File: src/rtl/lsu_pkg.sv
// Shared definitions for the RV32I load/store unit: funct3 encodings,
// FSM state and error-cause enumerations.
package lsu_pkg;

   localparam logic [2:0] F3_B  = 3'b000;
   localparam logic [2:0] F3_H  = 3'b001;
   localparam logic [2:0] F3_W  = 3'b010;
   localparam logic [2:0] F3_BU = 3'b100;
   localparam logic [2:0] F3_HU = 3'b101;

   typedef enum logic [1:0] {
      S_IDLE = 2'b00,
      S_REQ  = 2'b01,
      S_RESP = 2'b10,
      S_DONE = 2'b11
   } lsu_state_e;

   typedef enum logic [1:0] {
      ERR_NONE     = 2'b00,
      ERR_MISALIGN = 2'b01,
      ERR_TIMEOUT  = 2'b10
   } lsu_err_e;

endpackage

File: src/rtl/lsu_if.sv
// Core-side request/response and data-memory port of the LSU.
// slave = the LSU itself, master = the core/memory environment.
interface lsu_if #(
   parameter int WIDTH = 32
);
   logic             i_req_valid;
   logic             o_req_ready;
   logic             i_is_store;
   logic [2:0]       i_funct3;
   logic [WIDTH-1:0] i_alu_data;
   logic [WIDTH-1:0] i_st_data;
   logic             o_mem_valid;
   logic             i_mem_ready;
   logic             o_mem_we;
   logic [WIDTH-1:0] o_mem_addr;
   logic [WIDTH-1:0] o_mem_wdata;
   logic [3:0]       o_mem_bmask;
   logic             i_mem_rvalid;
   logic [WIDTH-1:0] i_mem_rdata;
   logic             o_done;
   logic [WIDTH-1:0] o_ld_data;
   logic             o_err;
   logic [1:0]       o_err_cause;
   logic             o_busy;

   modport slave (
      input  i_req_valid, i_is_store, i_funct3, i_alu_data, i_st_data,
             i_mem_ready, i_mem_rvalid, i_mem_rdata,
      output o_req_ready, o_mem_valid, o_mem_we, o_mem_addr, o_mem_wdata,
             o_mem_bmask, o_done, o_ld_data, o_err, o_err_cause, o_busy
   );

   modport master (
      output i_req_valid, i_is_store, i_funct3, i_alu_data, i_st_data,
             i_mem_ready, i_mem_rvalid, i_mem_rdata,
      input  o_req_ready, o_mem_valid, o_mem_we, o_mem_addr, o_mem_wdata,
             o_mem_bmask, o_done, o_ld_data, o_err, o_err_cause, o_busy
   );

endinterface

File: src/rtl/lsu_align.sv
// Combinational datapath of the LSU: store lane steering, byte masks,
// access legality and load extraction with sign/zero extension.
module lsu_align
   import lsu_pkg::*;
#(
   parameter int WIDTH = 32
) (
   input  logic [1:0]       st_off_i,
   input  logic [2:0]       st_f3_i,
   input  logic             st_is_store_i,
   input  logic [WIDTH-1:0] st_data_i,
   output logic [WIDTH-1:0] st_wdata_o,
   output logic [3:0]       st_bmask_o,
   output logic             legal_o,
   input  logic [1:0]       ld_off_i,
   input  logic [2:0]       ld_f3_i,
   input  logic [WIDTH-1:0] ld_rdata_i,
   output logic [WIDTH-1:0] ld_data_o
);

   logic [WIDTH-1:0] ld_shift_s;

   // Store lanes are replicated so the memory can pick any enabled byte.
   always_comb begin
      st_wdata_o = st_data_i;
      st_bmask_o = 4'b1111;
      if (st_is_store_i) begin
         case (st_f3_i[1:0])
            2'b00: begin
               st_wdata_o = {4{st_data_i[7:0]}};
               st_bmask_o = 4'b0001 << st_off_i;
            end
            2'b01: begin
               st_wdata_o = {2{st_data_i[15:0]}};
               st_bmask_o = 4'b0011 << {st_off_i[1], 1'b0};
            end
            default: begin
               st_wdata_o = st_data_i;
               st_bmask_o = 4'b1111;
            end
         endcase
      end else begin
         st_bmask_o = 4'b1111;
      end
   end

   // Unsigned variants exist only for loads.
   always_comb begin
      case (st_f3_i)
         F3_B:    legal_o = 1'b1;
         F3_H:    legal_o = ~st_off_i[0];
         F3_W:    legal_o = (st_off_i == 2'b00);
         F3_BU:   legal_o = ~st_is_store_i;
         F3_HU:   legal_o = ~st_is_store_i & ~st_off_i[0];
         default: legal_o = 1'b0;
      endcase
   end

   assign ld_shift_s = ld_rdata_i >> {ld_off_i, 3'b000};

   // Load extension selected by the captured funct3.
   always_comb begin
      case (ld_f3_i)
         F3_B:    ld_data_o = {{24{ld_shift_s[7]}}, ld_shift_s[7:0]};
         F3_H:    ld_data_o = {{16{ld_shift_s[15]}}, ld_shift_s[15:0]};
         F3_BU:   ld_data_o = {24'h000000, ld_shift_s[7:0]};
         F3_HU:   ld_data_o = {16'h0000, ld_shift_s[15:0]};
         default: ld_data_o = ld_shift_s;
      endcase
   end

endmodule

File: src/rtl/lsu.sv
// RV32I load/store unit: FSM, request registers and registered outputs.
// Optional watchdog on the memory handshake with `define LSU_TIMEOUT_EN.
module lsu
   import lsu_pkg::*;
#(
   parameter int WIDTH       = 32,
   parameter int TIMEOUT_CYC = 255
) (
   input logic  i_clk,
   input logic  i_rst_n,
   lsu_if.slave bus
);

   lsu_state_e       state_q, state_d;
   lsu_err_e         cause_q, cause_d;
   logic [1:0]       off_q;
   logic [2:0]       f3_q;
   logic             store_q;
   logic [WIDTH-1:0] mem_addr_q, mem_wdata_q, ld_data_q;
   logic [3:0]       mem_bmask_q;
   logic             mem_we_q;
   logic             req_ready_q, busy_q, mem_valid_q, done_q, err_q;
   logic [1:0]       err_cause_q;
   logic             accept_s, legal_s, capture_s, clear_ld_s, tmo_hit_s;
   logic [WIDTH-1:0] st_wdata_s, ld_ext_s;
   logic [3:0]       st_bmask_s;

   lsu_align #(.WIDTH(WIDTH)) u_align (
      .st_off_i      (bus.i_alu_data[1:0]),
      .st_f3_i       (bus.i_funct3),
      .st_is_store_i (bus.i_is_store),
      .st_data_i     (bus.i_st_data),
      .st_wdata_o    (st_wdata_s),
      .st_bmask_o    (st_bmask_s),
      .legal_o       (legal_s),
      .ld_off_i      (off_q),
      .ld_f3_i       (f3_q),
      .ld_rdata_i    (bus.i_mem_rdata),
      .ld_data_o     (ld_ext_s)
   );

`ifdef LSU_TIMEOUT_EN
   logic [15:0] tmo_q;

   // Watchdog: cleared on accept, counts every cycle spent waiting on memory.
   always_ff @(posedge i_clk) begin
      if (!i_rst_n) begin
         tmo_q <= 16'd0;
      end else if (accept_s) begin
         tmo_q <= 16'd0;
      end else if (state_q == S_REQ || state_q == S_RESP) begin
         tmo_q <= tmo_q + 16'd1;
      end else begin
         tmo_q <= tmo_q;
      end
   end

   assign tmo_hit_s = ((tmo_q + 16'd1) == 16'(TIMEOUT_CYC));
`else
   logic unused_tmo_s;
   assign unused_tmo_s = (TIMEOUT_CYC != 0);
   assign tmo_hit_s    = 1'b0;
`endif

   // Next-state logic; rvalid is looked at only in S_RESP.
   always_comb begin
      state_d    = state_q;
      cause_d    = cause_q;
      accept_s   = 1'b0;
      capture_s  = 1'b0;
      clear_ld_s = 1'b0;
      case (state_q)
         S_IDLE: begin
            if (bus.i_req_valid) begin
               accept_s = 1'b1;
               if (legal_s) begin
                  state_d    = S_REQ;
                  cause_d    = ERR_NONE;
                  clear_ld_s = bus.i_is_store;
               end else begin
                  state_d    = S_DONE;
                  cause_d    = ERR_MISALIGN;
                  clear_ld_s = 1'b1;
               end
            end else begin
               state_d = S_IDLE;
            end
         end
         S_REQ: begin
            if (bus.i_mem_ready) begin
               state_d = store_q ? S_DONE : S_RESP;
            end else if (tmo_hit_s) begin
               state_d    = S_DONE;
               cause_d    = ERR_TIMEOUT;
               clear_ld_s = 1'b1;
            end else begin
               state_d = S_REQ;
            end
         end
         S_RESP: begin
            if (bus.i_mem_rvalid) begin
               state_d   = S_DONE;
               capture_s = 1'b1;
            end else if (tmo_hit_s) begin
               state_d    = S_DONE;
               cause_d    = ERR_TIMEOUT;
               clear_ld_s = 1'b1;
            end else begin
               state_d = S_RESP;
            end
         end
         S_DONE:  state_d = S_IDLE;
         default: state_d = S_IDLE;
      endcase
   end

   // State, request capture and outputs registered from the next state.
   always_ff @(posedge i_clk) begin
      if (!i_rst_n) begin
         state_q     <= S_IDLE;
         cause_q     <= ERR_NONE;
         off_q       <= 2'b00;
         f3_q        <= 3'b000;
         store_q     <= 1'b0;
         mem_addr_q  <= {WIDTH{1'b0}};
         mem_wdata_q <= {WIDTH{1'b0}};
         mem_bmask_q <= 4'b0000;
         mem_we_q    <= 1'b0;
         ld_data_q   <= {WIDTH{1'b0}};
         req_ready_q <= 1'b1;
         busy_q      <= 1'b0;
         mem_valid_q <= 1'b0;
         done_q      <= 1'b0;
         err_q       <= 1'b0;
         err_cause_q <= 2'b00;
      end else begin
         state_q     <= state_d;
         cause_q     <= cause_d;
         req_ready_q <= (state_d == S_IDLE);
         busy_q      <= (state_d != S_IDLE);
         mem_valid_q <= (state_d == S_REQ);
         done_q      <= (state_d == S_DONE);
         err_q       <= (state_d == S_DONE) && (cause_d != ERR_NONE);
         err_cause_q <= (state_d == S_DONE) ? cause_d : ERR_NONE;
         if (accept_s && legal_s) begin
            off_q       <= bus.i_alu_data[1:0];
            f3_q        <= bus.i_funct3;
            store_q     <= bus.i_is_store;
            mem_addr_q  <= {bus.i_alu_data[WIDTH-1:2], 2'b00};
            mem_we_q    <= bus.i_is_store;
            mem_wdata_q <= st_wdata_s;
            mem_bmask_q <= st_bmask_s;
         end
         if (capture_s) begin
            ld_data_q <= ld_ext_s;
         end else if (clear_ld_s) begin
            ld_data_q <= {WIDTH{1'b0}};
         end
      end
   end

   assign bus.o_req_ready = req_ready_q;
   assign bus.o_busy      = busy_q;
   assign bus.o_mem_valid = mem_valid_q;
   assign bus.o_mem_we    = mem_we_q;
   assign bus.o_mem_addr  = mem_addr_q;
   assign bus.o_mem_wdata = mem_wdata_q;
   assign bus.o_mem_bmask = mem_bmask_q;
   assign bus.o_done      = done_q;
   assign bus.o_ld_data   = ld_data_q;
   assign bus.o_err       = err_q;
   assign bus.o_err_cause = err_cause_q;

endmodule

File: src/flat_wrapper.sv
// flat-port wrapper written by rule: the top's interface ports become plain ports
module lsu_flat import lsu_pkg::*;
#(
   parameter int WIDTH       = 32,
   parameter int TIMEOUT_CYC = 255
)
  (i_clk, i_rst_n, bus_i_req_valid, bus_i_is_store, bus_i_funct3, bus_i_alu_data, bus_i_st_data, bus_i_mem_ready, bus_i_mem_rvalid, bus_i_mem_rdata, bus_o_req_ready, bus_o_mem_valid, bus_o_mem_we, bus_o_mem_addr, bus_o_mem_wdata, bus_o_mem_bmask, bus_o_done, bus_o_ld_data, bus_o_err, bus_o_err_cause, bus_o_busy);
  lsu_if #(.WIDTH(WIDTH)) bus_i ();
  input logic i_clk;
  input logic i_rst_n;
  input wire logic [$bits(bus_i.i_req_valid)-1:0] bus_i_req_valid;
  input wire logic [$bits(bus_i.i_is_store)-1:0] bus_i_is_store;
  input wire logic [$bits(bus_i.i_funct3)-1:0] bus_i_funct3;
  input wire logic [$bits(bus_i.i_alu_data)-1:0] bus_i_alu_data;
  input wire logic [$bits(bus_i.i_st_data)-1:0] bus_i_st_data;
  input wire logic [$bits(bus_i.i_mem_ready)-1:0] bus_i_mem_ready;
  input wire logic [$bits(bus_i.i_mem_rvalid)-1:0] bus_i_mem_rvalid;
  input wire logic [$bits(bus_i.i_mem_rdata)-1:0] bus_i_mem_rdata;
  output wire logic [$bits(bus_i.o_req_ready)-1:0] bus_o_req_ready;
  output wire logic [$bits(bus_i.o_mem_valid)-1:0] bus_o_mem_valid;
  output wire logic [$bits(bus_i.o_mem_we)-1:0] bus_o_mem_we;
  output wire logic [$bits(bus_i.o_mem_addr)-1:0] bus_o_mem_addr;
  output wire logic [$bits(bus_i.o_mem_wdata)-1:0] bus_o_mem_wdata;
  output wire logic [$bits(bus_i.o_mem_bmask)-1:0] bus_o_mem_bmask;
  output wire logic [$bits(bus_i.o_done)-1:0] bus_o_done;
  output wire logic [$bits(bus_i.o_ld_data)-1:0] bus_o_ld_data;
  output wire logic [$bits(bus_i.o_err)-1:0] bus_o_err;
  output wire logic [$bits(bus_i.o_err_cause)-1:0] bus_o_err_cause;
  output wire logic [$bits(bus_i.o_busy)-1:0] bus_o_busy;
  assign bus_i.i_req_valid = bus_i_req_valid;
  assign bus_i.i_is_store = bus_i_is_store;
  assign bus_i.i_funct3 = bus_i_funct3;
  assign bus_i.i_alu_data = bus_i_alu_data;
  assign bus_i.i_st_data = bus_i_st_data;
  assign bus_i.i_mem_ready = bus_i_mem_ready;
  assign bus_i.i_mem_rvalid = bus_i_mem_rvalid;
  assign bus_i.i_mem_rdata = bus_i_mem_rdata;
  assign bus_o_req_ready = bus_i.o_req_ready;
  assign bus_o_mem_valid = bus_i.o_mem_valid;
  assign bus_o_mem_we = bus_i.o_mem_we;
  assign bus_o_mem_addr = bus_i.o_mem_addr;
  assign bus_o_mem_wdata = bus_i.o_mem_wdata;
  assign bus_o_mem_bmask = bus_i.o_mem_bmask;
  assign bus_o_done = bus_i.o_done;
  assign bus_o_ld_data = bus_i.o_ld_data;
  assign bus_o_err = bus_i.o_err;
  assign bus_o_err_cause = bus_i.o_err_cause;
  assign bus_o_busy = bus_i.o_busy;
  lsu #(.WIDTH(WIDTH), .TIMEOUT_CYC(TIMEOUT_CYC)) u_core (.i_clk(i_clk), .i_rst_n(i_rst_n), .bus(bus_i));
endmodule
File: config.mk
export PLATFORM = sky130hd
export DESIGN_NAME = lsu_flat
export DESIGN_NICKNAME = d
export VERILOG_FILES = /design/src/rtl/lsu_pkg.sv /design/src/rtl/lsu_if.sv /design/src/rtl/lsu_align.sv /design/src/rtl/lsu.sv /design/src/flat_wrapper.sv
export SDC_FILE = /design/constraint.sdc
export NUM_CORES = 1
export LEC_CHECK = 0
export CELL_PAD_IN_SITES_DETAIL_PLACEMENT = 0
export CELL_PAD_IN_SITES_GLOBAL_PLACEMENT = 2
export CORE_MARGIN = 5
export CORE_UTILIZATION = 23
export DETAILED_ROUTE_END_ITERATION = 16
export PLACE_DENSITY = 0.8
export SLEW_MARGIN = 20
export SYNTH_ARGS = -nofsm -noshare
export SYNTH_HDL_FRONTEND = slang
export SYNTH_SLANG_ARGS = --single-unit
File: constraint.sdc
create_clock -name i_clk -period 2.3 [get_ports i_clk]
set_clock_uncertainty 0.05 [all_clocks]
set_input_delay 0.23 -clock i_clk [delete_from_list [all_inputs] [get_ports i_clk]]
set_output_delay 0.23 -clock i_clk [all_outputs]
set_load 0.1 [all_outputs]
# --- Yosys cells after proc, flatten, opt, wreduce, memory -nomap -nowiden ---
# Cells that the tools add are included.
word_totals:
  regBits: 115
  in_bits: 105
  output_inout_bits: 108
op_classes:
  bitwise: 3
  reduce_logical: 12
  n_mux: 24
  eq_ne: 13
  n_shift: 3
op_table:
  columns: ["cell", "count"]
  rows:
  - ["$pmux 32 s4", 1]
  - ["$mux 32", 3]
  - ["$pmux 32 s2", 1]
  - ["$shr 32x5->32", 1]
  - ["$eq 3x3->1 const B", 4]
  - ["$mux 1", 10]
  - ["$mux 2", 5]
  - ["$logic_not 2->1", 4]
  - ["$pmux 2 s4", 1]
  - ["$pmux 4 s2", 1]
  - ["$eq 2x1->1 const B", 3]
  - ["$eq 2x2->1 const B", 3]
  - ["$eq 3x1->1 const B", 2]
  - ["$logic_not 3->1", 2]
  - ["$reduce_bool 2->1", 3]
  - ["$pmux 1 s5", 1]
  - ["$mux 4", 1]
  - ["$shl 1x2->4 const A", 1]
  - ["$shl 2x2->4 const A", 1]
  - ["$eq 3x2->1 const B", 1]
  - ["$logic_and 1x1->1", 2]
  - ["$not 1->1", 2]
  - ["$reduce_and 2->1", 1]
  - ["$and 1x1->1", 1]

# --- Depth between registers and ports, before layout ---
# Gate-level depths: netlist (run 1).
logic_depth:
  depth_word: 8
  depth_mapped: 8
  depth_no_buf: 4

# --- Modules after synthesis ---
# Synthesis (run 1) repeated with hierarchy kept, for this count alone.
unflattened:
  hier_cells: 694
  area_unflattened_um2: 5610.4
by_module_without_submodules:
  columns: ["module", "cells_each", "area_per_inst_um2", "n_inst"]
  rows:
  - ["lsu", 503, 4408.0, 1]
  - ["lsu_align", 191, 1202.4, 1]

# --- Worst setup path before layout (run 1) ---
# Ideal clock, no wire load.
synth_timing:
  path_type: "reg2reg"
  startpoint: "register u_core.store_q"
  endpoint: "register u_core.err_q (netlist: u_core.bus.o_err)"
  t_arrival_ns: 1.604
  path_slack_ns: 0.560
  setup_time_ns: 0.086
  stages_incl_launch_ff: 5
  path_cell_list: "dfxtp_1 nor2b_1 o22ai_1 o211ai_1 a211oi_1"
synth_via:
  elab_chain_len: 5
synth_rtl:
  columns: ["item", "line", "text"]
  rows:
  - ["start, declared", "lsu.sv:18", "logic store_q;"]
  - ["start signal, assigned", "lsu.sv:148", "store_q <= bus.i_is_store;"]
  - ["$mux 1", "lsu.sv:91", "state_d = store_q ? S_DONE : S_RESP;"]
  - ["$mux 2", "lsu.sv:90", "if (bus.i_mem_ready) begin"]
  - ["$pmux 2 s4", "lsu.sv:72", "case (state_q)"]
  - ["$eq 2x2->1", "lsu.sv:143", "err_q <= (state_d == S_DONE) && (cause_d != ERR_NONE);"]
  - ["$logic_and 1x1->1", "lsu.sv:143", null]
  - ["end signal, assigned", "lsu.sv:143", null]
  - ["end, declared", "lsu.sv:22", "logic req_ready_q, busy_q, mem_valid_q, done_q, err_q;"]
# No other way between the ends.
# A chain may end at the register's enable or synchronous reset.

# --- Worst setup path in the final report (run 1) ---
layout_timing:
  startpoint: "register u_core.off_q[0]"
  endpoint: "register u_core.ld_data_q[8] (netlist: u_core.bus.o_ld_data[8])"
layout_via:
  elab_chain_len: 3
layout_rtl:
  columns: ["item", "line", "text"]
  rows:
  - ["start, declared", "lsu.sv:16", "logic [1:0] off_q;"]
  - ["start signal, assigned", "lsu.sv:146", "off_q <= bus.i_alu_data[1:0];"]
  - ["$shr 32x5->32", "lsu_align.sv:59", "assign ld_shift_s = ld_rdata_i >> {ld_off_i, 3'b000};"]
  - ["$pmux 32 s4", "lsu_align.sv:63", "case (ld_f3_i)"]
  - ["$mux 32", "lsu.sv:154", "if (capture_s) begin"]
  - ["end signal, assigned", "lsu.sv:129", "ld_data_q <= {WIDTH{1'b0}};"]
  - ["end signal, assigned", "lsu.sv:155", "ld_data_q <= ld_ext_s;"]
  - ["end signal, assigned", "lsu.sv:157", "ld_data_q <= {WIDTH{1'b0}};"]
  - ["end, declared", "lsu.sv:19", "logic [WIDTH-1:0] mem_addr_q, mem_wdata_q, ld_data_q;"]
# No other way between the ends.

==> results.ini, run 1 <==
[drt]
dr_wl_met2_mm = 8.12
post-route-drc-count = 0
routedLengthMet1_mm = 7.91
ant_nets = 0
first_pass_iters = 6
post_drt_wl_per_cell_um = 16.8
top_layer_used = met4
dr_wl_met3_mm = 1.66
drt-initial-drc-count = 144
viasPerCell = 4.50
wl_mm = 17.9
vias = 4784

[timing]
tns_ps = 0
hold_viol_final = 0
min_period_ps = 2000
setup_ws_ps = 295
slew_viol_final = 0
setup_viol = 0
rsz0062_at_grt = false
timing.final.crit_share_pct = 87.2
max-slew-margin-rel_pct = 35.3
fmax_mhz = 499
worst_pin_slew_ps = 968

[finish]
area_delta_synth_final_pct = 56.9
multiInputGateArea_um2 = 2360
fillerInstances = 2191
diodes = 0
seqCellArea_um2 = 2300
nets = 881
drive_gt1_share_pct = 25.5

[clocking]
cts_resized = 0
cts.clk_slew.worst_paths_ps = 60
cts.sinks = 115
insertion_delay_ps = 400
postCtsSetupBuffers = 0
cts_tree = yes
clockRootBuffer = clkbuf_16
cts_hold_buf = 0
cts-buffers-inserted = 17
h-tree-depth = 4
cts_buffer_depth = 2

[global_route]
grt_max_degree = 47
grt_pass1_wl_mm = 27.1
grt.overflow.total = 0
grt_pass1_vias = 4747
antenna_found_initial = 0
grt_use_total_pct = 14.1

[synth]
synth_ff_type = dfxtp_1
postSynth.asyncResetShare_pct = 0
ys_ff_latch = 115
synthTopCellsByCount = 115 x dfxtp_1, 113 x nand2_1, 62 x a21oi_1
synth_cell_type_count = 51
syn_inst = 568
synth_area_um2 = 4930
yosys.area.top_type = dfxtp_1
yosys_warnings = 0
ys_seq_area_share_pct = 46.7
synthTopCellsByArea = dfxtp_1 47%, nand2_1 8.6%, a21oi_1 6.3%
synth_edf_count = 0
yosysTopAreaCellShare_pct = 46.7
syn_avg_cell_area_um2 = 8.67
synth_most_common_cell = dfxtp_1

[min_path]
holdCritPathClass = in -> reg
hp-start = bus_i_alu_data[21]
hold_depth = 3
whs_endpoint = u_core.bus.o_mem_addr[21]$_SDFFE_PN0P_

[worst_setup_path]
end_kind = flop
cp.required_ps = 2580
worstSetupStartpointType = flop
critPathMaxFanout = 9
reg2reg_depth = 4
r2r-start = u_core.off_q[0]$_SDFFE_PN0P_
path_class = reg -> reg
reg2reg_slack_ps = 300
arrival_ps = 2290
rr_endpoint = u_core.bus.o_ld_data[8]$_SDFFE_PN0P_

[placement]
pre_cts_ws_ps = -16.9
io_buffers = 210
hpwl_mm = 13.3
gp_congestion = 0.757

[job]
cap_violations = 0

[floorplanning]
core_um2 = 21100
io_pins = 213
die_w_um = 156
row_count = 53
die_h_um = 156
dieArea_um2 = 24500
start_util_pct = 23.4

[pwr]
powerDensity_nw_per_um2 = 829
vdd_drop_max_mv = 0.468
leakagePower_nw = 3.06

[run_status]
outcome = completed

## area by class of cell
class	instances	share of cell area, %
well taps	275	4.45
multi-input cells	398	30.6
inverters	7	0.340
clock inverters	9	1.67
repair buffers	237	27.0
clock buffers	22	6.13
flip-flops and latches	115	29.8
## flip-flops by register name, indices dropped and copies added, names as in the netlist, 2 cells and up
register and flops:
u_core.bus.o_mem_wdata 32, u_core.bus.o_mem_bmask 4, u_core.bus.o_ld_data 32, u_core.bus.o_err_cause 2, u_core.state_q 2, u_core.cause_q 2
u_core.f3_q 3, u_core.bus.o_mem_addr 30, u_core.off_q 2
## kinds of logic after synthesis
| family | count (synthesis) | synth area share, % |
|---|---|---|
| buffers and inverters | 56 | 5.64 |
| and+or+nand+nor | 202 | 18.1 |
| other | 1 | 0.0761 |
| DFF | 115 | 46.7 |
| AOI/OAI and AO/OA | 161 | 22.1 |
| muxes | 33 | 7.34 |
## stage by stage
stage	instance area [um^2]	utilization (%)	power (mW)	std cells	hold WS (ps)
2_1_floorplan	4930	-	3.26	569	316
3_3_place_gp	7130	33.8	3.76	1032	394
3_5_place_dp	7130	33.8	3.76	1032	397
4_1_cts	7730	36.7	6.51	1063	290
5_1_grt	7730	36.7	6.67	1063	302
6_report	7730	36.7	6.41	1063	317
## power breakdown
group,leakage [nW],internal [mW],switching (mW)
registers,0.934,2.10,0.0611
clock network,0.292,1.78,0.923
logic,1.83,0.463,1.09
total,3.06,4.34,2.07
## layer usage
metal  global-route usage, %  vias to the layer above
met1                    17.8                     2183
met4                    3.80                        0
li1                        -                     2413
met5                       0                        -
met2                    22.3                      173
met3                    5.86                       15
## layout by cell type, fill, tap and decap left out, types with 3 or more instances in the layout
cell type        synthesis  layout
a211o_1                  7       7
a21oi_1                 62      62
a221o_2                  8       8
a311oi_1                11      11
buf_12                   0       4
buf_4                    8     129
bufinv_16                0       3
clkbuf_16                0      17
clkbuf_8                 0       3
clkdlybuf4s50_1          0     104
clkinv_2                 0       3
dfxtp_1                115     115
inv_1                    7       6
mux2_2                  15      15
mux2i_1                 17      17
nand2_1                113     113
nand2b_1                 3       3
nand3_1                 16      16
nand3b_1                 8       8
nor2_1                  44      44
nor3_1                   3       3
o211ai_1                 8       8
o21ai_0                 27      27
o2bb2ai_1                8       8
o31ai_1                 16      16
## worst max path at each step
stage | end | slack [ps] | from | depth (start not counted)
final | u_core.bus.o_ld_data[8]$_SDFFE_PN0P_ | 300 | u_core.off_q[0]$_SDFFE_PN0P_ | 4
after global routing | u_core.bus.o_ld_data[15]$_SDFFE_PN0P_ | 120 | u_core.off_q[0]$_SDFFE_PN0P_ | 4
after CTS | u_core.bus.o_ld_data[8]$_SDFFE_PN0P_ | 300 | u_core.off_q[0]$_SDFFE_PN0P_ | 4
after detailed placement | u_core.bus.o_ld_data[25]$_SDFFE_PN0P_ | -20 | bus_i_alu_data[0] | 5
after global placement | u_core.bus.o_ld_data[25]$_SDFFE_PN0P_ | 10 | bus_i_alu_data[0] | 5
after floorplan | u_core.bus.o_err$_SDFF_PN0_ | 560 | u_core.store_q$_SDFFE_PN0P_ | 4
## critical path, cell delays in order, from the launching register on
cell	delay, ps
dfxtp_1	540
mux4_2	280
nor3b_1	790
a21oi_1	90
o2bb2ai_1	190
No activity file was read; power rests on OpenSTA's default activity.
==> inputs of run 2 (changes only) <==
Clock period 2.3 ns to 2.2 ns, I/O delays scaled along.
==> run 2 against run 1 <==
Effect of this change: core utilization rose by 0.18 points; combinational power rose by 5%; register-to-register slack lost 70 ps; first-iteration DRC count increased by 78%; critical path depth unchanged; sequential share of layout area decreased by 0.14 points; global-route usage up 0.20 points; die area did not move; cell count grew 0.75%; hold slack got worse by 15 ps; clock power increased by 2%; critical endpoint is now u_core.bus.o_ld_data[13]$_SDFFE_PN0P_.
==> results.ini, run 2 (synthesized netlist as in run 1, its figures left out) <==
[placement]
pre_cts_ws_ps = -81.3
hpwl_mm = 13.4
placedInstanceArea_um2 = 7180
place_inst = 1039
io_buffers = 210
gp_congestion = 0.768

[job]
cap_violations = 0

[worst_setup_path]
reg2reg_slack_ps = 220
path_cells = or2_2 -> nor3b_1 -> a21oi_1 -> o2bb2ai_1
cp.required_ps = 2490
r2r-start = u_core.f3_q[0]$_SDFFE_PN0P_
reg2reg_depth = 4
worstSetupStartpointType = flop
end_kind = flop
path_class = reg -> reg
critPathMaxFanout = 9
rr_endpoint = u_core.bus.o_ld_data[13]$_SDFFE_PN0P_
crit_slowest_cell = nor3b_1
cpPeakStageDelay_ps = 800
arrival_ps = 2270

[min_path]
hp-start = bus_i_alu_data[26]
holdCritPathClass = in -> reg
whs_endpoint = u_core.bus.o_mem_addr[26]$_SDFFE_PN0P_
hold_depth = 3

[finish]
nets = 888
final_common_cell = buf_4
mostFrequentLayoutCells = 136 x buf_4, 115 x dfxtp_1, 113 x nand2_1, 104 x clkdlybuf4s50_1, 62 x a21oi_1
diodes = 0
post-route-cell-area_um2 = 7770
stdcell_count = 1071
fin_util_pct = 36.8
area_delta_synth_final_pct = 57.6
drive_gt1_share_pct = 26.4

[floorplanning]
die_h_um = 156
io_pins = 213
start_util_pct = 23.4
die_w_um = 156
core_um2 = 21100
dieArea_um2 = 24500
row_count = 53

[pwr]
leakagePower_nw = 3.07
vdd_drop_max_mv = 0.518
powerDensity_nw_per_um2 = 854

[clocking]
insertion_delay_ps = 410
cts_resized = 0
cts_hold_buf = 0
cts-buffers-inserted = 17
h-tree-depth = 4
cts_tree = yes
clockRootBuffer = clkbuf_16
cts.sinks = 115
cts.clk_slew.worst_paths_ps = 60
cts_buffer_depth = 2
postCtsSetupBuffers = 0

[timing]
setup_ws_ps = 223
max-slew-margin-rel_pct = 37.9
worst_pin_slew_ps = 930
whs_ps = 303
fmax_mhz = 506
timing.final.crit_share_pct = 89.9
hold_viol_final = 0
setup_viol = 0
min_period_ps = 1980
slew_viol_final = 0
rsz0062_at_grt = false

[drt]
viasPerCell = 4.54
wl_mm = 17.8
first_pass_iters = 5
post-route-drc-count = 0
post_drt_wl_per_cell_um = 16.6
ant_nets = 0
vias = 4862
drt-initial-drc-count = 256

[global_route]
antenna_found_initial = 1
grt_pass1_wl_mm = 27.4
grt_pass1_vias = 4851
grt_use_total_pct = 14.3
grt_max_degree = 47
grt.overflow.total = 0

[run_status]
outcome = completed

## run 2: cell count changes in the layout (fill, tap and decap cells not counted), sizes merged
cell / change
buf: +7
clkinv: +1
bufinv: -1
clkinvlp: +2
clkbuf: -2
inv: +1
## run 2: how the worst max path moves through the flow
stage / from / end / slack, ps / depth (start not counted)
2_1_floorplan: u_core.store_q$_SDFFE_PN0P_ / u_core.bus.o_err$_SDFF_PN0_ / 460 / 4
3_3_place_gp: bus_i_alu_data[0] / u_core.bus.o_err$_SDFF_PN0_ / -70 / 7
3_5_place_dp: bus_i_alu_data[0] / u_core.bus.o_err$_SDFF_PN0_ / -80 / 7
4_1_cts: u_core.f3_q[0]$_SDFFE_PN0P_ / u_core.bus.o_ld_data[13]$_SDFFE_PN0P_ / 220 / 4
5_1_grt: u_core.f3_q[0]$_SDFFE_PN0P_ / u_core.bus.o_ld_data[13]$_SDFFE_PN0P_ / 70 / 4
6_report: u_core.f3_q[0]$_SDFFE_PN0P_ / u_core.bus.o_ld_data[13]$_SDFFE_PN0P_ / 220 / 4
## run 2: through the flow
step,TNS [ps],power [mW]
6_report,0,6.63
5_1_grt,0,6.91
4_1_cts,0,6.73
3_5_place_dp,-2060,3.94
3_3_place_gp,-1250,3.94
2_1_floorplan,0,3.41
## run 2: worst max-delay path, delay by kind of cell, from the launching register on
family	cells	cell delay [ps]
AO/OA/AOI/OAI	2	320
flip-flops	1	350
AND/OR/NAND/NOR	2	1200
## run 2: layout make-up
cell class / count / area, um^2
repair buffers: 244 / 2140
clock inverters: 12 / 131
inverters: 7 / 26.3
multi-input cells: 398 / 2360
well taps: 275 / 344
flip-flops and latches: 115 / 2300
fillers: 2192 / 13300
clock buffers: 20 / 457
## run 2: power by group
group / total, mW / internal (mW) / leakage, nW / switching, mW
Combinational: 1.63 / 0.493 / 1.86 / 1.14
Clock: 2.75 / 1.73 / 0.278 / 1.02
Sequential: 2.26 / 2.19 / 0.934 / 0.0631
## run 2: per-layer routing
layer  share of wire (%)  global-route usage, %  wire length (um)
met5               0.073                      0                13
met4                 1.4                   4.46               244
met3                 9.4                   6.00              1670
met2                  46                   22.3              8160
met1                  43                   18.1              7720
